$ cat src/rtl/mem_module_pkg.sv
// mem_module_pkg: opcodes, exbus/wbbus field layout and FSM encoding for the memory stage
package mem_module_pkg;
    localparam int EXBUS_W    = 40;
    localparam int WBBUS_W    = 20;
    localparam int EX_VALID   = 39;
    localparam int EX_OP_HI   = 38;
    localparam int EX_OP_LO   = 35;
    localparam int EX_DEST_HI = 34;
    localparam int EX_DEST_LO = 32;
    localparam int EX_RES_HI  = 31;
    localparam int EX_RES_LO  = 16;
    localparam int EX_STV_HI  = 15;
    localparam int EX_STV_LO  = 0;
    localparam int WB_VALID   = 19;
    localparam int WB_DEST_HI = 18;
    localparam int WB_DEST_LO = 16;
    localparam int WB_RES_HI  = 15;
    localparam int WB_RES_LO  = 0;

    localparam logic [3:0] OP_NOP  = 4'd0;
    localparam logic [3:0] OP_ADD  = 4'd1;
    localparam logic [3:0] OP_SUB  = 4'd2;
    localparam logic [3:0] OP_AND  = 4'd3;
    localparam logic [3:0] OP_OR   = 4'd4;
    localparam logic [3:0] OP_NOT  = 4'd5;
    localparam logic [3:0] OP_SL   = 4'd6;
    localparam logic [3:0] OP_SR   = 4'd7;
    localparam logic [3:0] OP_SRU  = 4'd8;
    localparam logic [3:0] OP_ADDI = 4'd9;
    localparam logic [3:0] OP_LD   = 4'd10;
    localparam logic [3:0] OP_ST   = 4'd11;
    localparam logic [3:0] OP_BR   = 4'd12;

    typedef enum logic {ST_IDLE, ST_ACCESS} state_t;

    // Ops ADD..ADDI carry their execute result straight to writeback
    function automatic logic is_alu_op(input logic [3:0] op);
        return op >= OP_ADD && op <= OP_ADDI;
    endfunction
endpackage

$ cat src/rtl/mem_watchdog.sv
// mem_watchdog: counts ACCESS cycles without ack and flags when the abort point is reached
//   clock, resetn : pipeline clock, async active-low reset
//   i_clear       : entering ACCESS, restart the count
//   i_inc         : an ACCESS cycle passed without ack
//   o_expire      : count has reached TIMEOUT_CYCLES-1
module mem_watchdog #(
    parameter int TIMEOUT_CYCLES = 16
) (
    input  logic clock,
    input  logic resetn,
    input  logic i_clear,
    input  logic i_inc,
    output logic o_expire
);
    logic [7:0] r_cnt;

    always_ff @(posedge clock or negedge resetn) begin
        if (!resetn) r_cnt <= '0;
        else if (i_clear) r_cnt <= '0;
        else if (i_inc) r_cnt <= r_cnt + 8'd1;
    end

    assign o_expire = r_cnt == 8'(TIMEOUT_CYCLES - 1);
endmodule

$ cat src/rtl/mem_module.sv
// mem_module: memory-access stage performing LD/ST over a req/ack handshake with a registered writeback
//   clock, resetn          : pipeline clock, async active-low reset
//   exbus[39:0]            : {valid, op, dest, exresult, stvalue} from execute
//   stall, mem_dest        : upstream hold request and hazard-detect destination
//   dmem_req/we/addr/wdata : data-memory request, driven from the held exbus
//   dmem_rdata, dmem_ack   : load data and single-cycle completion pulse
//   wbbus[19:0]            : registered {valid, dest, result} to register file
//   mem_err                : sticky access-timeout flag
// Optional feature MEM_TIMEOUT_EN: abort an access after TIMEOUT_CYCLES unacked ACCESS cycles.
module mem_module
    import mem_module_pkg::*;
#(
    parameter int TIMEOUT_CYCLES = 16
) (
    input  logic               clock,
    input  logic               resetn,
    input  logic [EXBUS_W-1:0] exbus,
    output logic               stall,
    output logic [2:0]         mem_dest,
    output logic               dmem_req,
    output logic               dmem_we,
    output logic [15:0]        dmem_addr,
    output logic [15:0]        dmem_wdata,
    input  logic [15:0]        dmem_rdata,
    input  logic               dmem_ack,
    output logic [WBBUS_W-1:0] wbbus,
    output logic               mem_err
);
    if (TIMEOUT_CYCLES < 2 || TIMEOUT_CYCLES > 255) begin : g_bad_timeout
        $error("mem_module: TIMEOUT_CYCLES must be in 2..255");
    end

    logic               w_valid;
    logic [3:0]         w_op;
    logic [2:0]         w_dest;
    logic [15:0]        w_exres;
    logic [15:0]        w_stv;
    logic               w_is_mem;
    logic               w_expire;
    logic               w_stall;
    logic [WBBUS_W-1:0] w_wb_next;
    state_t             r_state;
    state_t             w_next;
    logic [WBBUS_W-1:0] r_wb;

    assign w_valid  = exbus[EX_VALID];
    assign w_op     = exbus[EX_OP_HI:EX_OP_LO];
    assign w_dest   = exbus[EX_DEST_HI:EX_DEST_LO];
    assign w_exres  = exbus[EX_RES_HI:EX_RES_LO];
    assign w_stv    = exbus[EX_STV_HI:EX_STV_LO];
    assign w_is_mem = w_valid && (w_op == OP_LD || w_op == OP_ST);

`ifdef MEM_TIMEOUT_EN
    logic r_err;

    mem_watchdog #(.TIMEOUT_CYCLES(TIMEOUT_CYCLES)) u_watchdog (
        .clock    (clock),
        .resetn   (resetn),
        .i_clear  (r_state == ST_IDLE && w_next == ST_ACCESS),
        .i_inc    (r_state == ST_ACCESS && !dmem_ack),
        .o_expire (w_expire)
    );

    // An ack in the abort cycle completes normally, so only an unacked expiry sets the flag
    always_ff @(posedge clock or negedge resetn) begin
        if (!resetn) r_err <= 1'b0;
        else r_err <= r_err | (r_state == ST_ACCESS && !dmem_ack && w_expire);
    end

    assign mem_err = r_err;
`else
    assign w_expire = 1'b0;
    assign mem_err  = 1'b0;
`endif

    always_comb begin
        w_next    = r_state;
        w_stall   = 1'b0;
        w_wb_next = '0;
        if (r_state == ST_IDLE) begin
            if (w_is_mem) begin
                w_stall = 1'b1;
                w_next  = ST_ACCESS;
            end else if (w_valid && is_alu_op(w_op)) begin
                w_wb_next = {1'b1, w_dest, w_exres};
            end
        end else if (dmem_ack) begin
            w_next    = ST_IDLE;
            w_wb_next = (w_op == OP_LD) ? {1'b1, w_dest, dmem_rdata} : '0;
        end else if (w_expire) begin
            w_next = ST_IDLE;
        end else begin
            w_stall = 1'b1;
        end
    end

    always_ff @(posedge clock or negedge resetn) begin
        if (!resetn) begin
            r_state <= ST_IDLE;
            r_wb    <= '0;
        end else begin
            r_state <= w_next;
            r_wb    <= w_wb_next;
        end
    end

    // Reset forces stall low even when a memory op is already waiting on exbus
    assign stall      = resetn & w_stall;
    assign mem_dest   = w_dest;
    assign dmem_req   = r_state == ST_ACCESS;
    assign dmem_we    = w_op == OP_ST;
    assign dmem_addr  = w_exres;
    assign dmem_wdata = w_stv;
    assign wbbus      = r_wb;
endmodule

$ cat config.mk
export PLATFORM = sky130hd
export DESIGN_NAME = mem_module
export DESIGN_NICKNAME = d
export VERILOG_FILES = /design/src/rtl/mem_module_pkg.sv /design/src/rtl/mem_watchdog.sv /design/src/rtl/mem_module.sv
export SDC_FILE = /design/constraint.sdc
export NUM_CORES = 1
export LEC_CHECK = 0
export CAP_MARGIN = 20
export CORE_UTILIZATION = 30
export CTS_CLUSTER_DIAMETER = 200
export CTS_CLUSTER_SIZE = 30
export DETAILED_ROUTE_END_ITERATION = 6
export PLACE_DENSITY = 0.88
export RECOVER_POWER = 100
export SLEW_MARGIN = 20
export SYNTH_ARGS = -nofsm -noshare
export SYNTH_HDL_FRONTEND = slang
export SYNTH_SLANG_ARGS = --single-unit
$ cat constraint.sdc
create_clock -name clock -period 2.9 [get_ports clock]
set_clock_uncertainty 0.05 [all_clocks]
set_input_delay 0.29 -clock clock [delete_from_list [all_inputs] [get_ports clock]]
set_output_delay 0.29 -clock clock [all_outputs]
set_load 0.1 [all_outputs]
* Word level (Yosys, flattened, before mapping)
Index checks and enable logic that the tools add are counted.
** Storage, ports and cells
- Flip-flop bits (word level) :: 21
- Input bits :: 59
- Output and inout port bits :: 59
- Logic and storage cells :: 19
** Operators by class
- $lt $le $gt $ge :: 2
- Equal/unequal tests :: 2
- Muxes and demuxes :: 8
- Bitwise operators :: 1
- Reductions and logical operators :: 4
** Operators with widths (count)
- 20-bit two-way mux :: 5
- 4-bit equality test, second input constant :: 2
- 4-bit by 1-bit greater-or-equal comparator with 1-bit output, second input constant :: 1
- 4-bit <= comparator, second input constant :: 1
- 1-bit logical AND :: 3
- 1-bit two-way mux :: 3
- 1-bit AND :: 1
- 1-bit logical OR :: 1

* Logic depth before layout (Yosys ltp)
Gate-level depths: netlist (run 1).
- Word-level depth :: 6
- Depth in mapped cells :: 4
- Depth with buffers taken out :: 3

* Worst setup path after synthesis (run 1)
Ideal clock, no wire load.
- Kind :: register to output
- Start :: register r_state (netlist: dmem_req)
- End :: output stall
- Data arrival time :: 1963 ps
- Required time :: 2560 ps
- Setup slack :: 597 ps
- Stages on the path, launching flop included :: 4
- Buffers on the path :: 0
- Path through :: dfrtp_1 -> inv_1 -> o22ai_1 -> and2_1
** Between the ends
- Cells in the longest elaborated chain, start to end :: 2
** Ends and longest elaborated chain
- from (decl) :: RTL line mem_module.sv:42 : state_t r_state;
- from (signal assigned) :: RTL line mem_module.sv:102 : r_state <= w_next;
- 1-bit two-way mux
- named net w_next :: RTL line mem_module.sv:43 : state_t w_next;
- 1-bit AND :: RTL line mem_module.sv:108 : assign stall = resetn & w_stall;
- to (decl) :: RTL line mem_module.sv:18 : output logic stall,
The timed path passes the listed nets, and every way through them passes these cells.

* Worst setup path after layout (run 1)
- Start :: input exbus[37]
- End :: register r_wb[10] (netlist: wbbus[10])
** Between the ends
- Cells in the longest elaborated chain, start to end :: 6
- Elaborated cells on any way between the ends :: 13
- Those cells by class :: order compare (2); eq/ne (2); mux (5); reduce/logical (4)
** Ends and longest elaborated chain
- from (decl) :: RTL line mem_module.sv:17 : input logic [EXBUS_W-1:0] exbus,
- 4-bit by 1-bit greater-or-equal comparator with 1-bit output or 4-bit <= comparator (tied branches) :: RTL line mem_module_pkg.sv:38 : return op >= OP_ADD && op <= OP_ADDI;
- 1-bit logical AND :: RTL line mem_module_pkg.sv:38
- 1-bit logical AND :: RTL line mem_module.sv:84 : end else if (w_valid && is_alu_op(w_op)) begin
- 20-bit two-way mux :: RTL line mem_module.sv:84
- 20-bit two-way mux :: RTL line mem_module.sv:81 : if (w_is_mem) begin
- 20-bit two-way mux (*) :: RTL line mem_module.sv:80 : if (r_state == ST_IDLE) begin
- named net w_wb_next[10] :: RTL line mem_module.sv:41 : logic [WBBUS_W-1:0] w_wb_next;
- to (signal assigned) :: RTL line mem_module.sv:103 : r_wb <= w_wb_next;
- to (decl) :: RTL line mem_module.sv:44 : logic [WBBUS_W-1:0] r_wb;
Mark *: on every way through the listed nets, which the timed path passes. The rest lies on a longest branch.

==> results of run 1 <==
through the flow:
stage / instance area [µm²] / hold slack, ns / instances
after floorplan: 1080 / -0.0556 / 94
after global placement: 1600 / 0.529 / 186
after detailed placement: 1600 / 0.530 / 186
after CTS: 1630 / 0.393 / 190
after global routing: 1470 / 0.468 / 190
final: 1470 / 0.498 / 190
cells in the mapped netlist (all sizes together):
cell	number	area, µm²
buf	40	303
dfrtp	21	526
a22o	16	140
o21a	4	30.0
inv	2	7.51
nor3	2	20.0
and2	1	6.26
conb	1	3.75
nand2	1	3.75
nand2b	1	6.26
nand3b	1	7.51
nor2	1	3.75
nor4	1	12.5
o22ai	1	6.26
or2	1	6.26
worst min path at each step:
| stage | from | endpoint | slack (ns) | cells after the start |
|---|---|---|---|---|
| floorplan | resetn | dmem_req | -0.06 | 0 |
| global placement | dmem_req | dmem_req | 0.53 | 2 |
| detailed placement | dmem_req | dmem_req | 0.53 | 2 |
| CTS | resetn | dmem_req | 0.39 | 2 |
| global route | exbus[32] | wbbus[16] | 0.47 | 2 |
| finish | exbus[32] | wbbus[16] | 0.50 | 2 |
placed cells by master (no fill, tap or decap), drive strengths merged:
| cell type | netlist | routed |
|---|---|---|
| o21a | 4 | 4 |
| conb | 1 | 1 |
| inv | 2 | 2 |
| nand3b | 1 | 1 |
| nor2 | 1 | 1 |
| o22ai | 1 | 1 |
| a22o | 16 | 16 |
| and2 | 1 | 1 |
| nor3 | 2 | 2 |
| nand2b | 1 | 1 |
| dlygate4sd3 | 0 | 2 |
| dfrtp | 21 | 21 |
| or2 | 1 | 1 |
| nand2 | 1 | 1 |
| nor4 | 1 | 1 |
| buf | 40 | 3 |
| clkbuf | 0 | 45 |
| clkdlybuf4s50 | 0 | 40 |
cells by family (layout without fill, tap and decap cells):
kind of cell / count (synthesis) / count (layout) / share of synthesized area
buf+inv: 42 / 92 / 0.287
compound gates: 21 / 21 / 0.163
flops: 21 / 21 / 0.486
simple gates: 9 / 9 / 0.0613
other cells: 1 / 1 / 0.00346
cell type report:
class | instances | share of cell area
flip-flops and latches | 21 | 0.357
multi-input cells | 31 | 0.167
repair buffers | 86 | 0.414
clock buffers | 4 | 0.0178
inverters | 2 | 0.00510
well taps | 46 | 0.0391
registers in the layout, indices dropped and copies added, names as in the netlist:
| register | cells |
|---|---|
| dmem_req | 1 |
| wbbus | 20 |
per-layer routing:
metal / wire, µm / vias up / track usage
met2: 1510 / 45 / 0.254
met5: 0 / - / 0
li1: - / 385 / -
met4: 59 / 0 / 0.0825
met1: 881 / 390 / 0.111
met3: 252 / 10 / 0.0228
critical path, stage by stage:
cell and delay [ns]:
dlygate4sd3_1 0.58, o21a_1 0.20, nor3_2 0.91, a22o_1 0.26
power groups by stage:
stage	registers, mW	logic, mW	clock network [mW]
final	0.313	0.358	0.133
after global routing	0.315	0.370	0.157
after CTS	0.314	0.388	0.140
after detailed placement	0.320	0.388	0
after global placement	0.319	0.384	0
after floorplan	0.439	0.268	0
==> out/summary.txt, run 1 <==
final hold violations = 0
DP HPWL = 2.20 mm
Final period util = 0.712
RR Startpoint = dmem_req
Synth Warn # = 0
slew margin rel. = 0.204
Syn Area/Cell = 11.5 µm²
# resized after CTS = 0
Sink Count = 21
DRT Wirelength = 2.70 mm
synthesized cell area = 1080 µm²
internal power = 0.438 mW
area occupied by multi-input gates = 246 µm²
Fill cells = 371
DRC = 0
combinational fraction of design power = 0.445
required time of the worst setup path = 3.08 ns
final-report setup violation count = 0
setup tns final = 0 ns
CTS Buffer Depth = 2
core area = 3390 µm²
LEAKAGE = 0.631 nW
aggregate global-route resource usage = 0.126
r2r setup slk = 1.04 ns
setup bufs post-CTS = 0
max-slew violation count = 0
CTS tree = built
DR vias = 830
first-pass GRT wire length = 3.38 mm
final layout net count = 204
Die W = 62.1 µm
min Tclk post-route = 2.07 ns
Setup crit start kind = input pin
Worst Path Arrival = 2.25 ns
status = finished, final reports clean
flops & latches, synth = 21
Post-Syn Nets = 153
initial antenna violation count = 0
Antenna Nets Post-Route = 0
Max Cap Viol = 0
RePlAce Congestion = 0.662
Die Y = 62.1 µm
Diodes inserted = 0
Slew @ Worst Pin = 1.20 ns
Area growth syn-to-layout = 36.1%
worst setup path startpoint = exbus[37]
Sw Ratio = 0.456
unrepaired setup endpoints after global routing = false
FF+latch area = 526 µm²
Yosys cell types = 17
Die ar. = 3850 µm²
post-layout util = 0.434
num rows = 21
DRT Pass-1 Iters = 4
pwr/cell area = 546 nW/µm²
clk root buf = clkbuf_4
Sequential Power Share = 0.389
largest net degree at the start of global routing = 22
total power = 0.805 mW
H-tree depth = 1
TritonCTS Buffers = 3
Critical Path Fanout Max = 20
RR Endpoint = wbbus[10]
vias in the first global route = 758
PnR worst setup slack = 0.835 ns
dpl ws = 0.569 ns
VDD IR max = 133 µV
Setup crit end kind = register
later-pin clock latency in the skew report = 0.29 ns
Sw Pwr = 0.367 mW
FF-to-FF path depth = 3
layout cells sized above 1 = 0.0625
DR WL/cell = 14.2 µm
CTS Hold Bufs = 0
Ports = 118
fmax = 484 MHz
gr ovfl total = 0
Crit Path Class = in -> reg
CP endpoint = wbbus[10]
sequential fraction of the synthesis area = 0.486
port buffer count = 84
clock-pin slew on the worst setup and hold paths = 0.11 ns
Syn Inst Count = 94
Initial Util = 0.319
number of vias per cell = 4.37
HP Class = in -> reg
Iter 0 DRT Violations = 19
Clock power frac = 0.166
Note: power is estimated with default switching activity, not from simulation.
==> run 2: changes to the inputs <==
- CORE_UTILIZATION: 30 -> 25
- PLACE_DENSITY: 0.88 -> 0.78
- clock period: 2.9 -> 1.7 ns (I/O delays scaled with it)
==> out/summary.txt, run 2 (synthesized netlist as in run 1, its figures left out) <==
status = finished, final reports clean
final layout net count = 207 (+1.5%)
CP endpoint = stall
H-tree depth = 1 (unchanged)
clock-pin slew on the worst setup and hold paths = 0.07 ns (-0.04 ns)
Max Cap Viol = 0 (unchanged)
max-slew violation count = 0 (unchanged)
Die W = 67.8 µm (+9.2%)
FF-to-FF path depth = 4 (+1)
DRC = 0 (unchanged)
CTS tree = built
RR Endpoint = wbbus[7]
final hold slack = 0.290 ns (-0.208 ns)
Iter 0 DRT Violations = 18 (-1)
Crit Path Class = reg -> out
r2r setup slk = 0.43 ns (-0.61 ns)
LEAKAGE = 0.790 nW (+25%)
aggregate global-route resource usage = 0.116 (-0.00988)
Ports = 118 (unchanged)
layout cells sized above 1 = 0.367 (+0.305)
TritonCTS Buffers = 3 (unchanged)
later-pin clock latency in the skew report = 0.25 ns (-0.04 ns)
unrepaired setup endpoints after global routing = false
first-pass GRT wire length = 3.88 mm (+15%)
clk root buf = clkbuf_8
gr ovfl total = 0 (unchanged)
DR WL/cell = 13.4 µm (-5.4%)
vias in the first global route = 827 (+9.1%)
final-report setup violation count = 0 (unchanged)
worst setup path startpoint = dmem_req
VDD IR max = 251 µV (+88%)
Initial Util = 0.265 (-0.0545)
commonest non-fill, non-tap cell in the layout = clkdlybuf4s50_1
DRT Wirelength = 2.65 mm (-2.0%)
highest-count cells in the layout ignoring fill and taps = 42 x clkdlybuf4s50_1, 40 x clkbuf_2, 20 x dfrtp_1
pwr/cell area = 924 nW/µm² (+69%)
min Tclk post-route = 1.61 ns
core area = 4090 µm² (+21%)
Final period util = 0.945
Die Y = 67.8 µm (+9.2%)
Area after DPL = 1990 µm² (+24%)
Antenna Nets Post-Route = 0 (unchanged)
final hold violations = 0 (unchanged)
Slew @ Worst Pin = 1.10 ns (-0.0999 ns)
initial antenna violation count = 0 (unchanged)
number of vias per cell = 4.15 (-5.1%)
RePlAce Congestion = 0.660 (-0.21%)
num rows = 23 (+9.5%)
DRT Pass-1 Iters = 2 (-2)
required time of the worst setup path = 1.48 ns (-1.60 ns)
CTS Buffer Depth = 2 (unchanged)
Setup crit start kind = register
post-route cell area = 1610 µm² (+9.3%)
Setup crit end kind = output pin
Sink Count = 21 (unchanged)
max FFs per register = 20 (unchanged)
largest net degree at the start of global routing = 22 (unchanged)
HP Class = in -> out
Fill cells = 426 (+15%)
port buffer count = 84 (unchanged)
Critical Path Fanout Max = 4 (-80%)
fmax = 623 MHz
Area growth syn-to-layout = 48.8%
Die ar. = 4600 µm² (+19%)
RR Startpoint = dmem_req
Worst Path Arrival = 1.39 ns (-0.86 ns)
Diodes inserted = 0 (unchanged)
slew margin rel. = 0.267 (+0.0631)
DR vias = 817 (-1.6%)
-- run 2: cell count changes in the layout (fill, tap and decap cells not counted), moves of 2 or more --
| cell | delta |
|---|---|
| clkdlybuf4s50_1 | +2 |
| clkbuf_8 | +3 |
| clkbuf_1 | -40 |
| dlygate4sd3_1 | -2 |
| buf_12 | +3 |
| clkbuf_2 | +40 |
| clkbuf_4 | -2 |
-- run 2: what timing repair did --
| item | in CTS | in global routing |
|---|---|---|
| buffers inserted | 0 | 1 |
| gates resized for setup | 1 | 0 |
| setup endpoints to repair | 1 | 1 |
| hold buffers | 0 | 0 |
-- run 2: per-layer routing --
metal,vias up,wire length [µm],global-route usage
met5,-,0,0
met4,0,42,0.0651
met3,8,188,0.0101
met2,44,1490,0.215
met1,376,929,0.128
li1,389,-,-
-- run 2: cell type report --
| cell class | instances | area (µm²) | area share |
|---|---|---|---|
| Tap cell | 50 | 62.6 | 0.0389 |
| Multi-Input combinational cell | 31 | 249 | 0.155 |
| Clock buffer | 4 | 45.0 | 0.0280 |
| Timing Repair Buffer | 89 | 719 | 0.447 |
| Inverter | 2 | 7.51 | 0.00466 |
| Sequential cell | 21 | 527 | 0.327 |
-- run 2: worst min-delay path by stage --
stage | startpoint | to | slack, ns | cells past startpoint
after global placement | exbus[10] | dmem_wdata[10] | 0.29 | 0
after floorplan | resetn | dmem_req | -0.18 | 0
after CTS | resetn | wbbus[18] | 0.26 | 2
after detailed placement | exbus[10] | dmem_wdata[10] | 0.29 | 0
after global routing | exbus[0] | dmem_wdata[0] | 0.29 | 0
final | exbus[0] | dmem_wdata[0] | 0.29 | 0
-- run 2: power by group --
| part | total (mW) | switching (mW) | internal (mW) |
|---|---|---|---|
| clock | 0.313 | 0.146 | 0.166 |
| sequential | 0.535 | 0.00832 | 0.527 |
| combinational | 0.640 | 0.483 | 0.158 |
-- run 2: stage by stage --
stage,power [mW],utilization,setup TNS [ns],instances,setup slack [ns]
after floorplan,1.21,-,0,94,0.0253
after global placement,1.31,0.487,0,192,0.0642
after detailed placement,1.32,0.487,-0.0140,192,-0.0140
after CTS,1.65,0.499,0,196,0.0400
after global routing,1.56,0.394,0,197,0.0221
final,1.49,0.394,0,197,0.0941
-- run 2: worst max-delay path, cell delays in order (launching register included) --
cell and delay (ns):
dfrtp_2 0.44, nand2b_1 0.19, o22ai_2 0.13, and2_2 0.19
buf_12 0.17
